**src/rtl/id_ex_pipe_reg_if.sv**
```systemverilog
// Decode->Execute bundle: D-side operands/controls in, E-side registered copy out.
// slave = pipeline register, master = decode/execute environment. Counters with ID_EX_PERF_CNT_EN.
interface id_ex_pipe_reg_if #(
  parameter int XLEN      = 32,
  parameter int REG_AW    = 5,
  parameter int ALUCTRL_W = 3,
  parameter int IMMSRC_W  = 2
);
  logic                 valid_d;
  logic                 regwrite_d;
  logic                 alusrc_d;
  logic                 memwrite_d;
  logic                 resultsrc_d;
  logic                 branch_d;
  logic [IMMSRC_W-1:0]  immsrc_d;
  logic [ALUCTRL_W-1:0] alucontrol_d;
  logic [XLEN-1:0]      rd1_d;
  logic [XLEN-1:0]      rd2_d;
  logic [XLEN-1:0]      imm_ext_d;
  logic [XLEN-1:0]      pc_d;
  logic [XLEN-1:0]      pcplus4_d;
  logic [REG_AW-1:0]    rs1_d;
  logic [REG_AW-1:0]    rs2_d;
  logic [REG_AW-1:0]    rd_d;
  logic                 flush_e;
  logic                 stall_e;

  logic                 valid_e;
  logic                 regwrite_e;
  logic                 alusrc_e;
  logic                 memwrite_e;
  logic                 resultsrc_e;
  logic                 branch_e;
  logic [IMMSRC_W-1:0]  immsrc_e;
  logic [ALUCTRL_W-1:0] alucontrol_e;
  logic [XLEN-1:0]      rd1_e;
  logic [XLEN-1:0]      rd2_e;
  logic [XLEN-1:0]      imm_ext_e;
  logic [XLEN-1:0]      pc_e;
  logic [XLEN-1:0]      pcplus4_e;
  logic [XLEN-1:0]      srcb_e;
  logic [XLEN-1:0]      writedata_e;
  logic [REG_AW-1:0]    rs1_e;
  logic [REG_AW-1:0]    rs2_e;
  logic [REG_AW-1:0]    rd_e;
  logic                 stall_d;
`ifdef ID_EX_PERF_CNT_EN
  logic [31:0]          bubble_cnt;
  logic [31:0]          flush_cnt;

  modport slave (
    input  valid_d, regwrite_d, alusrc_d, memwrite_d,
           resultsrc_d, branch_d, immsrc_d, alucontrol_d,
           rd1_d, rd2_d, imm_ext_d, pc_d, pcplus4_d,
           rs1_d, rs2_d, rd_d, flush_e, stall_e,
    output valid_e, regwrite_e, alusrc_e, memwrite_e,
           resultsrc_e, branch_e, immsrc_e, alucontrol_e,
           rd1_e, rd2_e, imm_ext_e, pc_e, pcplus4_e,
           srcb_e, writedata_e, rs1_e, rs2_e, rd_e,
           stall_d, bubble_cnt, flush_cnt
  );

  modport master (
    output valid_d, regwrite_d, alusrc_d, memwrite_d,
           resultsrc_d, branch_d, immsrc_d, alucontrol_d,
           rd1_d, rd2_d, imm_ext_d, pc_d, pcplus4_d,
           rs1_d, rs2_d, rd_d, flush_e, stall_e,
    input  valid_e, regwrite_e, alusrc_e, memwrite_e,
           resultsrc_e, branch_e, immsrc_e, alucontrol_e,
           rd1_e, rd2_e, imm_ext_e, pc_e, pcplus4_e,
           srcb_e, writedata_e, rs1_e, rs2_e, rd_e,
           stall_d, bubble_cnt, flush_cnt
  );
`else
  modport slave (
    input  valid_d, regwrite_d, alusrc_d, memwrite_d,
           resultsrc_d, branch_d, immsrc_d, alucontrol_d,
           rd1_d, rd2_d, imm_ext_d, pc_d, pcplus4_d,
           rs1_d, rs2_d, rd_d, flush_e, stall_e,
    output valid_e, regwrite_e, alusrc_e, memwrite_e,
           resultsrc_e, branch_e, immsrc_e, alucontrol_e,
           rd1_e, rd2_e, imm_ext_e, pc_e, pcplus4_e,
           srcb_e, writedata_e, rs1_e, rs2_e, rd_e,
           stall_d
  );

  modport master (
    output valid_d, regwrite_d, alusrc_d, memwrite_d,
           resultsrc_d, branch_d, immsrc_d, alucontrol_d,
           rd1_d, rd2_d, imm_ext_d, pc_d, pcplus4_d,
           rs1_d, rs2_d, rd_d, flush_e, stall_e,
    input  valid_e, regwrite_e, alusrc_e, memwrite_e,
           resultsrc_e, branch_e, immsrc_e, alucontrol_e,
           rd1_e, rd2_e, imm_ext_e, pc_e, pcplus4_e,
           srcb_e, writedata_e, rs1_e, rs2_e, rd_e,
           stall_d
  );
`endif
endinterface

```
**src/rtl/id_ex_pipe_reg.sv**
```systemverilog
// ID/EX pipeline register: flush > hold > load-use bubble > capture; stall_d is combinational.
// Ports: clk, rst (async active-low), io (slave). ID_EX_PERF_CNT_EN adds bubble/flush counters.
module id_ex_pipe_reg #(
  parameter int XLEN      = 32,
  parameter int REG_AW    = 5,
  parameter int ALUCTRL_W = 3,
  parameter int IMMSRC_W  = 2
) (
  input  logic          clk,
  input  logic          rst,
  id_ex_pipe_reg_if.slave io
);

  typedef struct packed {
    logic                 valid;
    logic                 regwrite;
    logic                 alusrc;
    logic                 memwrite;
    logic                 resultsrc;
    logic                 branch;
    logic [IMMSRC_W-1:0]  immsrc;
    logic [ALUCTRL_W-1:0] alucontrol;
    logic [XLEN-1:0]      rd1;
    logic [XLEN-1:0]      rd2;
    logic [XLEN-1:0]      imm_ext;
    logic [XLEN-1:0]      pc;
    logic [XLEN-1:0]      pcplus4;
    logic [XLEN-1:0]      srcb;
    logic [XLEN-1:0]      wdata;
    logic [REG_AW-1:0]    rs1;
    logic [REG_AW-1:0]    rs2;
    logic [REG_AW-1:0]    rd;
  } id_ex_t;

  id_ex_t ex_q;
  id_ex_t ex_d;
  id_ex_t cap;
  logic   load_use;

  // x0 is never a real producer, so rd==0 cannot hazard.
  assign load_use = ex_q.valid & ex_q.resultsrc
                  & ex_q.regwrite & (ex_q.rd != '0)
                  & io.valid_d
                  & ((ex_q.rd == io.rs1_d)
                   | (ex_q.rd == io.rs2_d));

  assign io.stall_d = rst & (load_use | io.stall_e);

  // An invalid slot keeps its fields but may not write or branch.
  always_comb begin
    cap            = '0;
    cap.valid      = io.valid_d;
    cap.regwrite   = io.valid_d & io.regwrite_d;
    cap.alusrc     = io.alusrc_d;
    cap.memwrite   = io.valid_d & io.memwrite_d;
    cap.resultsrc  = io.resultsrc_d;
    cap.branch     = io.valid_d & io.branch_d;
    cap.immsrc     = io.immsrc_d;
    cap.alucontrol = io.alucontrol_d;
    cap.rd1        = io.rd1_d;
    cap.rd2        = io.rd2_d;
    cap.imm_ext    = io.imm_ext_d;
    cap.pc         = io.pc_d;
    cap.pcplus4    = io.pcplus4_d;
    cap.srcb       = io.alusrc_d ? io.imm_ext_d
                                 : io.rd2_d;
    cap.wdata      = io.rd2_d;
    cap.rs1        = io.rs1_d;
    cap.rs2        = io.rs2_d;
    cap.rd         = io.rd_d;
  end

  always_comb begin
    ex_d = cap;
    priority case (1'b1)
      io.flush_e: ex_d = '0;
      io.stall_e: ex_d = ex_q;
      load_use:   ex_d = '0;
      default:    ex_d = cap;
    endcase
  end

  always_ff @(posedge clk or negedge rst) begin
    if (!rst) ex_q <= '0;
    else      ex_q <= ex_d;
  end

  assign io.valid_e      = ex_q.valid;
  assign io.regwrite_e   = ex_q.regwrite;
  assign io.alusrc_e     = ex_q.alusrc;
  assign io.memwrite_e   = ex_q.memwrite;
  assign io.resultsrc_e  = ex_q.resultsrc;
  assign io.branch_e     = ex_q.branch;
  assign io.immsrc_e     = ex_q.immsrc;
  assign io.alucontrol_e = ex_q.alucontrol;
  assign io.rd1_e        = ex_q.rd1;
  assign io.rd2_e        = ex_q.rd2;
  assign io.imm_ext_e    = ex_q.imm_ext;
  assign io.pc_e         = ex_q.pc;
  assign io.pcplus4_e    = ex_q.pcplus4;
  assign io.srcb_e       = ex_q.srcb;
  assign io.writedata_e  = ex_q.wdata;
  assign io.rs1_e        = ex_q.rs1;
  assign io.rs2_e        = ex_q.rs2;
  assign io.rd_e         = ex_q.rd;

`ifdef ID_EX_PERF_CNT_EN
  logic [31:0] bubble_cnt_q;
  logic [31:0] flush_cnt_q;
  logic        bub_ins;

  // Only a load-use bubble counts; flush and hold take precedence.
  assign bub_ins = ~io.flush_e & ~io.stall_e & load_use;

  always_ff @(posedge clk or negedge rst) begin
    if (!rst) begin
      bubble_cnt_q <= '0;
      flush_cnt_q  <= '0;
    end else begin
      if (bub_ins && bubble_cnt_q != '1)
        bubble_cnt_q <= bubble_cnt_q + 32'd1;
      if (io.flush_e && flush_cnt_q != '1)
        flush_cnt_q <= flush_cnt_q + 32'd1;
    end
  end

  assign io.bubble_cnt = bubble_cnt_q;
  assign io.flush_cnt  = flush_cnt_q;
`endif

endmodule

```
**src/flat_wrapper.sv**
```systemverilog
// flat-port wrapper written by rule: the top's interface ports become plain ports
module id_ex_pipe_reg_flat 
#(
  parameter int XLEN      = 32,
  parameter int REG_AW    = 5,
  parameter int ALUCTRL_W = 3,
  parameter int IMMSRC_W  = 2
)
  (clk, rst, io_valid_d, io_regwrite_d, io_alusrc_d, io_memwrite_d, io_resultsrc_d, io_branch_d, io_immsrc_d, io_alucontrol_d, io_rd1_d, io_rd2_d, io_imm_ext_d, io_pc_d, io_pcplus4_d, io_rs1_d, io_rs2_d, io_rd_d, io_flush_e, io_stall_e, io_valid_e, io_regwrite_e, io_alusrc_e, io_memwrite_e, io_resultsrc_e, io_branch_e, io_immsrc_e, io_alucontrol_e, io_rd1_e, io_rd2_e, io_imm_ext_e, io_pc_e, io_pcplus4_e, io_srcb_e, io_writedata_e, io_rs1_e, io_rs2_e, io_rd_e, io_stall_d);
  id_ex_pipe_reg_if #(.XLEN(XLEN), .REG_AW(REG_AW), .ALUCTRL_W(ALUCTRL_W), .IMMSRC_W(IMMSRC_W)) io_i ();
  input  logic clk;
  input  logic rst;
  input wire logic [$bits(io_i.valid_d)-1:0] io_valid_d;
  input wire logic [$bits(io_i.regwrite_d)-1:0] io_regwrite_d;
  input wire logic [$bits(io_i.alusrc_d)-1:0] io_alusrc_d;
  input wire logic [$bits(io_i.memwrite_d)-1:0] io_memwrite_d;
  input wire logic [$bits(io_i.resultsrc_d)-1:0] io_resultsrc_d;
  input wire logic [$bits(io_i.branch_d)-1:0] io_branch_d;
  input wire logic [$bits(io_i.immsrc_d)-1:0] io_immsrc_d;
  input wire logic [$bits(io_i.alucontrol_d)-1:0] io_alucontrol_d;
  input wire logic [$bits(io_i.rd1_d)-1:0] io_rd1_d;
  input wire logic [$bits(io_i.rd2_d)-1:0] io_rd2_d;
  input wire logic [$bits(io_i.imm_ext_d)-1:0] io_imm_ext_d;
  input wire logic [$bits(io_i.pc_d)-1:0] io_pc_d;
  input wire logic [$bits(io_i.pcplus4_d)-1:0] io_pcplus4_d;
  input wire logic [$bits(io_i.rs1_d)-1:0] io_rs1_d;
  input wire logic [$bits(io_i.rs2_d)-1:0] io_rs2_d;
  input wire logic [$bits(io_i.rd_d)-1:0] io_rd_d;
  input wire logic [$bits(io_i.flush_e)-1:0] io_flush_e;
  input wire logic [$bits(io_i.stall_e)-1:0] io_stall_e;
  output wire logic [$bits(io_i.valid_e)-1:0] io_valid_e;
  output wire logic [$bits(io_i.regwrite_e)-1:0] io_regwrite_e;
  output wire logic [$bits(io_i.alusrc_e)-1:0] io_alusrc_e;
  output wire logic [$bits(io_i.memwrite_e)-1:0] io_memwrite_e;
  output wire logic [$bits(io_i.resultsrc_e)-1:0] io_resultsrc_e;
  output wire logic [$bits(io_i.branch_e)-1:0] io_branch_e;
  output wire logic [$bits(io_i.immsrc_e)-1:0] io_immsrc_e;
  output wire logic [$bits(io_i.alucontrol_e)-1:0] io_alucontrol_e;
  output wire logic [$bits(io_i.rd1_e)-1:0] io_rd1_e;
  output wire logic [$bits(io_i.rd2_e)-1:0] io_rd2_e;
  output wire logic [$bits(io_i.imm_ext_e)-1:0] io_imm_ext_e;
  output wire logic [$bits(io_i.pc_e)-1:0] io_pc_e;
  output wire logic [$bits(io_i.pcplus4_e)-1:0] io_pcplus4_e;
  output wire logic [$bits(io_i.srcb_e)-1:0] io_srcb_e;
  output wire logic [$bits(io_i.writedata_e)-1:0] io_writedata_e;
  output wire logic [$bits(io_i.rs1_e)-1:0] io_rs1_e;
  output wire logic [$bits(io_i.rs2_e)-1:0] io_rs2_e;
  output wire logic [$bits(io_i.rd_e)-1:0] io_rd_e;
  output wire logic [$bits(io_i.stall_d)-1:0] io_stall_d;
  assign io_i.valid_d = io_valid_d;
  assign io_i.regwrite_d = io_regwrite_d;
  assign io_i.alusrc_d = io_alusrc_d;
  assign io_i.memwrite_d = io_memwrite_d;
  assign io_i.resultsrc_d = io_resultsrc_d;
  assign io_i.branch_d = io_branch_d;
  assign io_i.immsrc_d = io_immsrc_d;
  assign io_i.alucontrol_d = io_alucontrol_d;
  assign io_i.rd1_d = io_rd1_d;
  assign io_i.rd2_d = io_rd2_d;
  assign io_i.imm_ext_d = io_imm_ext_d;
  assign io_i.pc_d = io_pc_d;
  assign io_i.pcplus4_d = io_pcplus4_d;
  assign io_i.rs1_d = io_rs1_d;
  assign io_i.rs2_d = io_rs2_d;
  assign io_i.rd_d = io_rd_d;
  assign io_i.flush_e = io_flush_e;
  assign io_i.stall_e = io_stall_e;
  assign io_valid_e = io_i.valid_e;
  assign io_regwrite_e = io_i.regwrite_e;
  assign io_alusrc_e = io_i.alusrc_e;
  assign io_memwrite_e = io_i.memwrite_e;
  assign io_resultsrc_e = io_i.resultsrc_e;
  assign io_branch_e = io_i.branch_e;
  assign io_immsrc_e = io_i.immsrc_e;
  assign io_alucontrol_e = io_i.alucontrol_e;
  assign io_rd1_e = io_i.rd1_e;
  assign io_rd2_e = io_i.rd2_e;
  assign io_imm_ext_e = io_i.imm_ext_e;
  assign io_pc_e = io_i.pc_e;
  assign io_pcplus4_e = io_i.pcplus4_e;
  assign io_srcb_e = io_i.srcb_e;
  assign io_writedata_e = io_i.writedata_e;
  assign io_rs1_e = io_i.rs1_e;
  assign io_rs2_e = io_i.rs2_e;
  assign io_rd_e = io_i.rd_e;
  assign io_stall_d = io_i.stall_d;
  id_ex_pipe_reg #(.XLEN(XLEN), .REG_AW(REG_AW), .ALUCTRL_W(ALUCTRL_W), .IMMSRC_W(IMMSRC_W)) u_core (.clk(clk), .rst(rst), .io(io_i));
endmodule
```
**config.mk**
```make
export PLATFORM = sky130hd
export DESIGN_NAME = id_ex_pipe_reg_flat
export DESIGN_NICKNAME = d
export VERILOG_FILES = /design/src/rtl/id_ex_pipe_reg_if.sv /design/src/rtl/id_ex_pipe_reg.sv /design/src/flat_wrapper.sv
export SDC_FILE = /design/constraint.sdc
export NUM_CORES = 1
export LEC_CHECK = 0
export CORE_UTILIZATION = 23
export CTS_CLUSTER_DIAMETER = 200
export CTS_CLUSTER_SIZE = 25
export DETAILED_ROUTE_END_ITERATION = 10
export SYNTH_ARGS = -nofsm -noshare
export SYNTH_HDL_FRONTEND = slang
export SYNTH_SLANG_ARGS = --single-unit
export TNS_END_PERCENT = 50
```
**constraint.sdc**
```tcl
create_clock -name clk -period 4.2 [get_ports clk]
set_clock_uncertainty 0.15 [all_clocks]
set_input_delay 1.26 -clock clk [delete_from_list [all_inputs] [get_ports clk]]
set_output_delay 1.26 -clock clk [all_outputs]
set_load 0.005 [all_outputs]
```
* After elaboration in Yosys (flattened, before gate mapping)
Index checks and enable logic that the tools add are counted.
W data, S select, Z words.
** Word-level totals
- Flip-flop bits (word level) :: 250
- Input port bits :: 190
** Operators by class
- Equal/unequal tests :: 3
- Muxes and demuxes :: 4
- Bitwise logic cells :: 11
- Reductions and logical operators :: 1
** Operator list (number)
- $mux W250 :: 3
- $mux W32 :: 1
- $eq A5 B5 Y1 :: 2
- $and A1 B1 Y1 :: 9
- $reduce_bool A5 Y1 :: 1
- $ne A2 B2 Y1 const B :: 1
- $or A1 B1 Y1 :: 2

* Logic depth before layout (Yosys ltp)
- Word-level depth :: 8
- Gate-level depth with buffers :: 8
- Mapped depth without buffers :: 5

* Least setup slack after synthesis
Ideal clock, no wire load.
- Kind :: input port to output port
- Start :: in io_rs1_d[2]
- End :: out io_stall_d
- Data arrival time :: 2612 ps
- Data required time :: 2790 ps
- Slack :: 178 ps
- Stages on the path :: 8
- Buffers on the path :: 3
- Path through :: xor2_1 -> nor3_1 -> a22oi_2 -> or2_1 -> buf_4 -> buf_6 -> buf_6 -> a21boi_0
** Between the ends
- Longest elaborated chain between the ends :: 5
** RTL lines
- start: declaration :: line flat_wrapper.sv:26 : input wire logic [$bits(io_i.rs1_d)-1:0] io_rs1_d;
- $eq A5 B5 Y1 :: line id_ex_pipe_reg.sv:44 : & ((ex_q.rd == io.rs1_d)
- $or A1 B1 Y1 :: line id_ex_pipe_reg.sv:45 : | (ex_q.rd == io.rs2_d));
- $and A1 B1 Y1 :: line id_ex_pipe_reg.sv:44
- $or A1 B1 Y1 :: line id_ex_pipe_reg.sv:47 : assign io.stall_d = rst & (load_use | io.stall_e);
- $and A1 B1 Y1 :: line id_ex_pipe_reg.sv:47
- end: declaration :: line flat_wrapper.sv:49 : output wire logic [$bits(io_i.stall_d)-1:0] io_stall_d;
Every way passes these cells.

* Worst setup path in the final report
- Start :: in io_rs1_d[4]
- End :: out io_stall_d
The elaborated chain is that of the path after synthesis.

==> impl_summary.txt <==
----------------------------------------------------
[Timing]
  Shortest clock period the worst path allows after layout ... 4.085 ns
  Slew Viols, Final ... 0
  Highest attainable clock frequency ... 244.8 MHz
  Slew at the pin with the worst max-slew slack ... 1.040 ns
  Setup repair after global routing missed its margin ... no
  Number of endpoints with negative hold slack in the final report ... 0
  Slew margin rel. ... 30.68%
  Final Cycle Share ... 97.25%
  Final setup violating endpoints ... 0

[Power]
  Register share of total power ... 51.2%
  Switching power total ... 1.163 mW
  Proportion of total power due to net switching ... 25.91%
  Max rail drop VDD ... 270.3 uV
  Overall power of the completed layout ... 4.489 mW
  Leakage dissipation ... 6.068 nW
  Cell-internal power ... 3.326 mW
  PD cells ... 298.5 nW/um^2
  Clock Power Share ... 28.8%
  Part of the power in combinational logic ... 20.0%

[Die]
  Number of placement rows ... 76
  Area inside the core boundary ... 43170 um^2
  Initial core utilization ... 23.41%
  Vertical extent of the die ... 211.6 um
  Die Width ... 211.6 um
  Number of top-level pins ... 441
  Total die area ... 44790 um^2

[Route]
  Vias after detailed routing ... 8336
  DRT Wirelength ... 35830 um
  Residual antenna-violating net count after detailed routing ... 0
  DR iter-0 viols ... 432
  Final routed wire length divided by cell count ... 20.57 um
  Routed vias/inst ... 4.785
  Post-route DRC violation count ... 0
  First-pass iteration count of the detailed router ... 4

[Critical path]
  Worst-path cell chain ... clkdlybuf4s50_1 -> xor2_1 -> nor3_2 -> a22oi_2 -> or2_4 -> a21boi_2 -> buf_2
  Worst endpoint data arrival time ... 2.67 ns
  Critical path fanouts, max ... 2
  Kind of start point of the critical path ... input pin
  Critical Path Max Stage Delay ... 0.44 ns
  Buffers plus inverters on the worst setup path ... 2
  Kind of capture point of the worst setup path ... primary output
  Data required time at the worst endpoint ... 2.79 ns
  Crit Path Category ... in -> out
  Family with the most delay on the worst path ... buffers and inverters
  Slowest-stage cell, CP ... sky130_fd_sc_hd__clkdlybuf4s50_1

[Clock network]
  Clk Tree Root Cell ... sky130_fd_sc_hd__clkbuf_16
  TritonCTS clock tree ... yes
  Sinks on Clock Net ... 218
  Clock-pin slew on the worst setup and hold paths ... 0.10 ns
  Setup repair bufs after CTS ... 0
  TritonCTS buffer count ... 12
  Number of buffers between clock root and the deepest sink ... 3
  Count of H-tree levels built during CTS ... 1
  Worst-Skew Late Latency ... 0.49 ns
  Hold-fix buffers at CTS ... 0

[Final layout]
  Fraction of final layout cells sized beyond drive strength 1 ... 6.661%
  Area used by multi-input combinational logic ... 3911 um^2
  Commonest non-fill, non-tap cells in the layout ... 432 x sky130_fd_sc_hd__clkdlybuf4s50_1, 218 x sky130_fd_sc_hd__dfrtp_1, 178 x sky130_fd_sc_hd__a22o_1
  Area Growth Syn to Fin ... 48.79%
  Most common cell after layout, fill and taps aside ... sky130_fd_sc_hd__clkdlybuf4s50_1
  # nets final ... 1346
  Number of inserted filler cells in the final layout ... 4393
  Finished Cell Area ... 15040 um^2
  Reg area ... 5455 um^2
  Finished Core Util ... 34.83%

[Global route]
  Global-route total usage across every layer ... 15.37%
  Vias in the first global route ... 8639
  Wire length of the first global-routing pass ... 54030 um
  Initial antenna violation count ... 1
  Pin count of the biggest net entering global routing ... 186
  Remaining Overflow, GRT ... 0

[Logic synthesis]
  Post-Syn Instances ... 813
  Number of different library cells in the post-synthesis netlist ... 25
  Yosys warning total ... 0
  Area of the mapped netlist ... 10110 um^2
  Flops & latches, synth ... 218
  Net count of the mapped netlist ... 1003
  Post-synthesis sequential area ratio ... 53.97%
  Synthesized area divided by synthesized cell count ... 12.43 um^2

[Worst hold path]
  Hold Crit Class ... reg -> reg

[Placement]
  Post-detailed-placement cell area ... 14690 um^2
  RD Place Congestion ... 0.7305
  # port buffers ... 440
  Half-perimeter wire length after detailed placement ... 23650 um

[Flow run]
  Max Cap Viol ... 0

[Status]
  Result of the run ... completed

----------------------------------------------------
power by group through the flow:
stage	combinational, mW	sequential [mW]	clock [mW]
after floorplan	0.311	2.33	0
after global placement	0.902	2.34	0
after detailed placement	0.907	2.34	0
after CTS	0.911	2.30	1.37
after global routing	0.965	2.32	1.44
final	0.897	2.30	1.29
routing by layer:
layer	global-route usage, %	wire length [um]
met1	19.72	15380
met2	25.60	17060
met3	4.272	2780
met4	3.423	602
met5	0	0
repair_timing:
item                       4_1_cts  5_1_grt
gates resized for setup          9        3
pin swaps                        1        4
setup endpoints to repair        1        1
registers in the layout, summed over array words and instances (netlist names), 2 cells and up:
signal	count
u_core.io.immsrc_e	2
u_core.io.alucontrol_e	3
u_core.io.rs2_e	5
u_core.io.pc_e	32
u_core.io.srcb_e	32
u_core.io.rd1_e	32
u_core.io.writedata_e	32
u_core.io.rs1_e	5
u_core.io.imm_ext_e	32
u_core.io.rd_e	5
u_core.io.pcplus4_e	32
layout make-up:
class,count,share of cell area (%)
antenna,1,0.01664
clock inverter,1,0.05824
multi-input combinational,466,26.01
inverter,1,0.02496
tap,585,4.867
clock buffer,13,2.163
timing repair buffer,457,30.58
sequential,218,36.28
Yosys cell counts:
library cell / n / area, um^2
sky130_fd_sc_hd__o211ai_1: 7 / 52.55
sky130_fd_sc_hd__clkbuf_1: 72 / 270.3
sky130_fd_sc_hd__a22oi_2: 1 / 12.51
sky130_fd_sc_hd__buf_6: 20 / 225.2
sky130_fd_sc_hd__a32o_1: 32 / 320.3
sky130_fd_sc_hd__a22o_1: 178 / 1559
sky130_fd_sc_hd__dfrtp_1: 218 / 5455
sky130_fd_sc_hd__nor3b_1: 176 / 1321
sky130_fd_sc_hd__and3_1: 2 / 12.51
sky130_fd_sc_hd__nor2_1: 4 / 15.01
sky130_fd_sc_hd__clkinv_1: 1 / 3.750
sky130_fd_sc_hd__o21ai_4: 1 / 16.27
sky130_fd_sc_hd__buf_4: 33 / 247.7
sky130_fd_sc_hd__or2_1: 1 / 6.260
sky130_fd_sc_hd__a21oi_1: 8 / 40.04
sky130_fd_sc_hd__mux2_2: 32 / 360.4
sky130_fd_sc_hd__a21boi_0: 1 / 7.510
sky130_fd_sc_hd__xor2_1: 10 / 87.58
sky130_fd_sc_hd__nand2_1: 8 / 30.03
sky130_fd_sc_hd__buf_8: 1 / 15.01
sky130_fd_sc_hd__and4_1: 1 / 8.760
sky130_fd_sc_hd__o2111ai_1: 1 / 8.760
sky130_fd_sc_hd__buf_2: 2 / 10.01
sky130_fd_sc_hd__or4_4: 1 / 11.26
sky130_fd_sc_hd__nor3_1: 2 / 10.01
through the flow:
step / hold WS (ns) / instances / setup WS [ns] / setup TNS [ns]
finish: 0.3507 / 1742 / 0.1154 / 0
global route: 0.3718 / 1742 / 0.01766 / 0
CTS: 0.3539 / 1741 / 0.01261 / 0
detailed placement: 0.3300 / 1727 / -0.5501 / -12.17
global placement: 0.3239 / 1727 / -0.5140 / -14.20
floorplan: 0.3393 / 813 / 0.1785 / 0
final timing paths:
check	startpoint	end	slack, ns	depth (start not counted)
hold / removal	u_core.io.srcb_e[16]	u_core.io.srcb_e[16]	0.35	1
setup / recovery	io_rs1_d[4]	io_stall_d	0.12	7
hold reg to reg	u_core.io.srcb_e[16]	u_core.io.srcb_e[16]	0.35	1
min in group asynchronous	rst	u_core.io.imm_ext_e[2]	0.66	2
max in group asynchronous	rst	u_core.io.rs2_e[2]	2.00	3
setup reg to reg	u_core.io.rd_e[0]	u_core.io.srcb_e[1]	0.84	6
logic make-up after synthesis:
group / after synthesis / share of synthesized area [%]
multiplexers: 32 / 3.565
flip-flops: 218 / 53.97
AO/OA/AOI/OAI: 229 / 19.96
XOR/XNOR: 10 / 0.8665
buffers and inverters: 129 / 7.638
AND/OR/NAND/NOR: 195 / 14.00
Note: power is estimated with default switching activity, not from simulation.
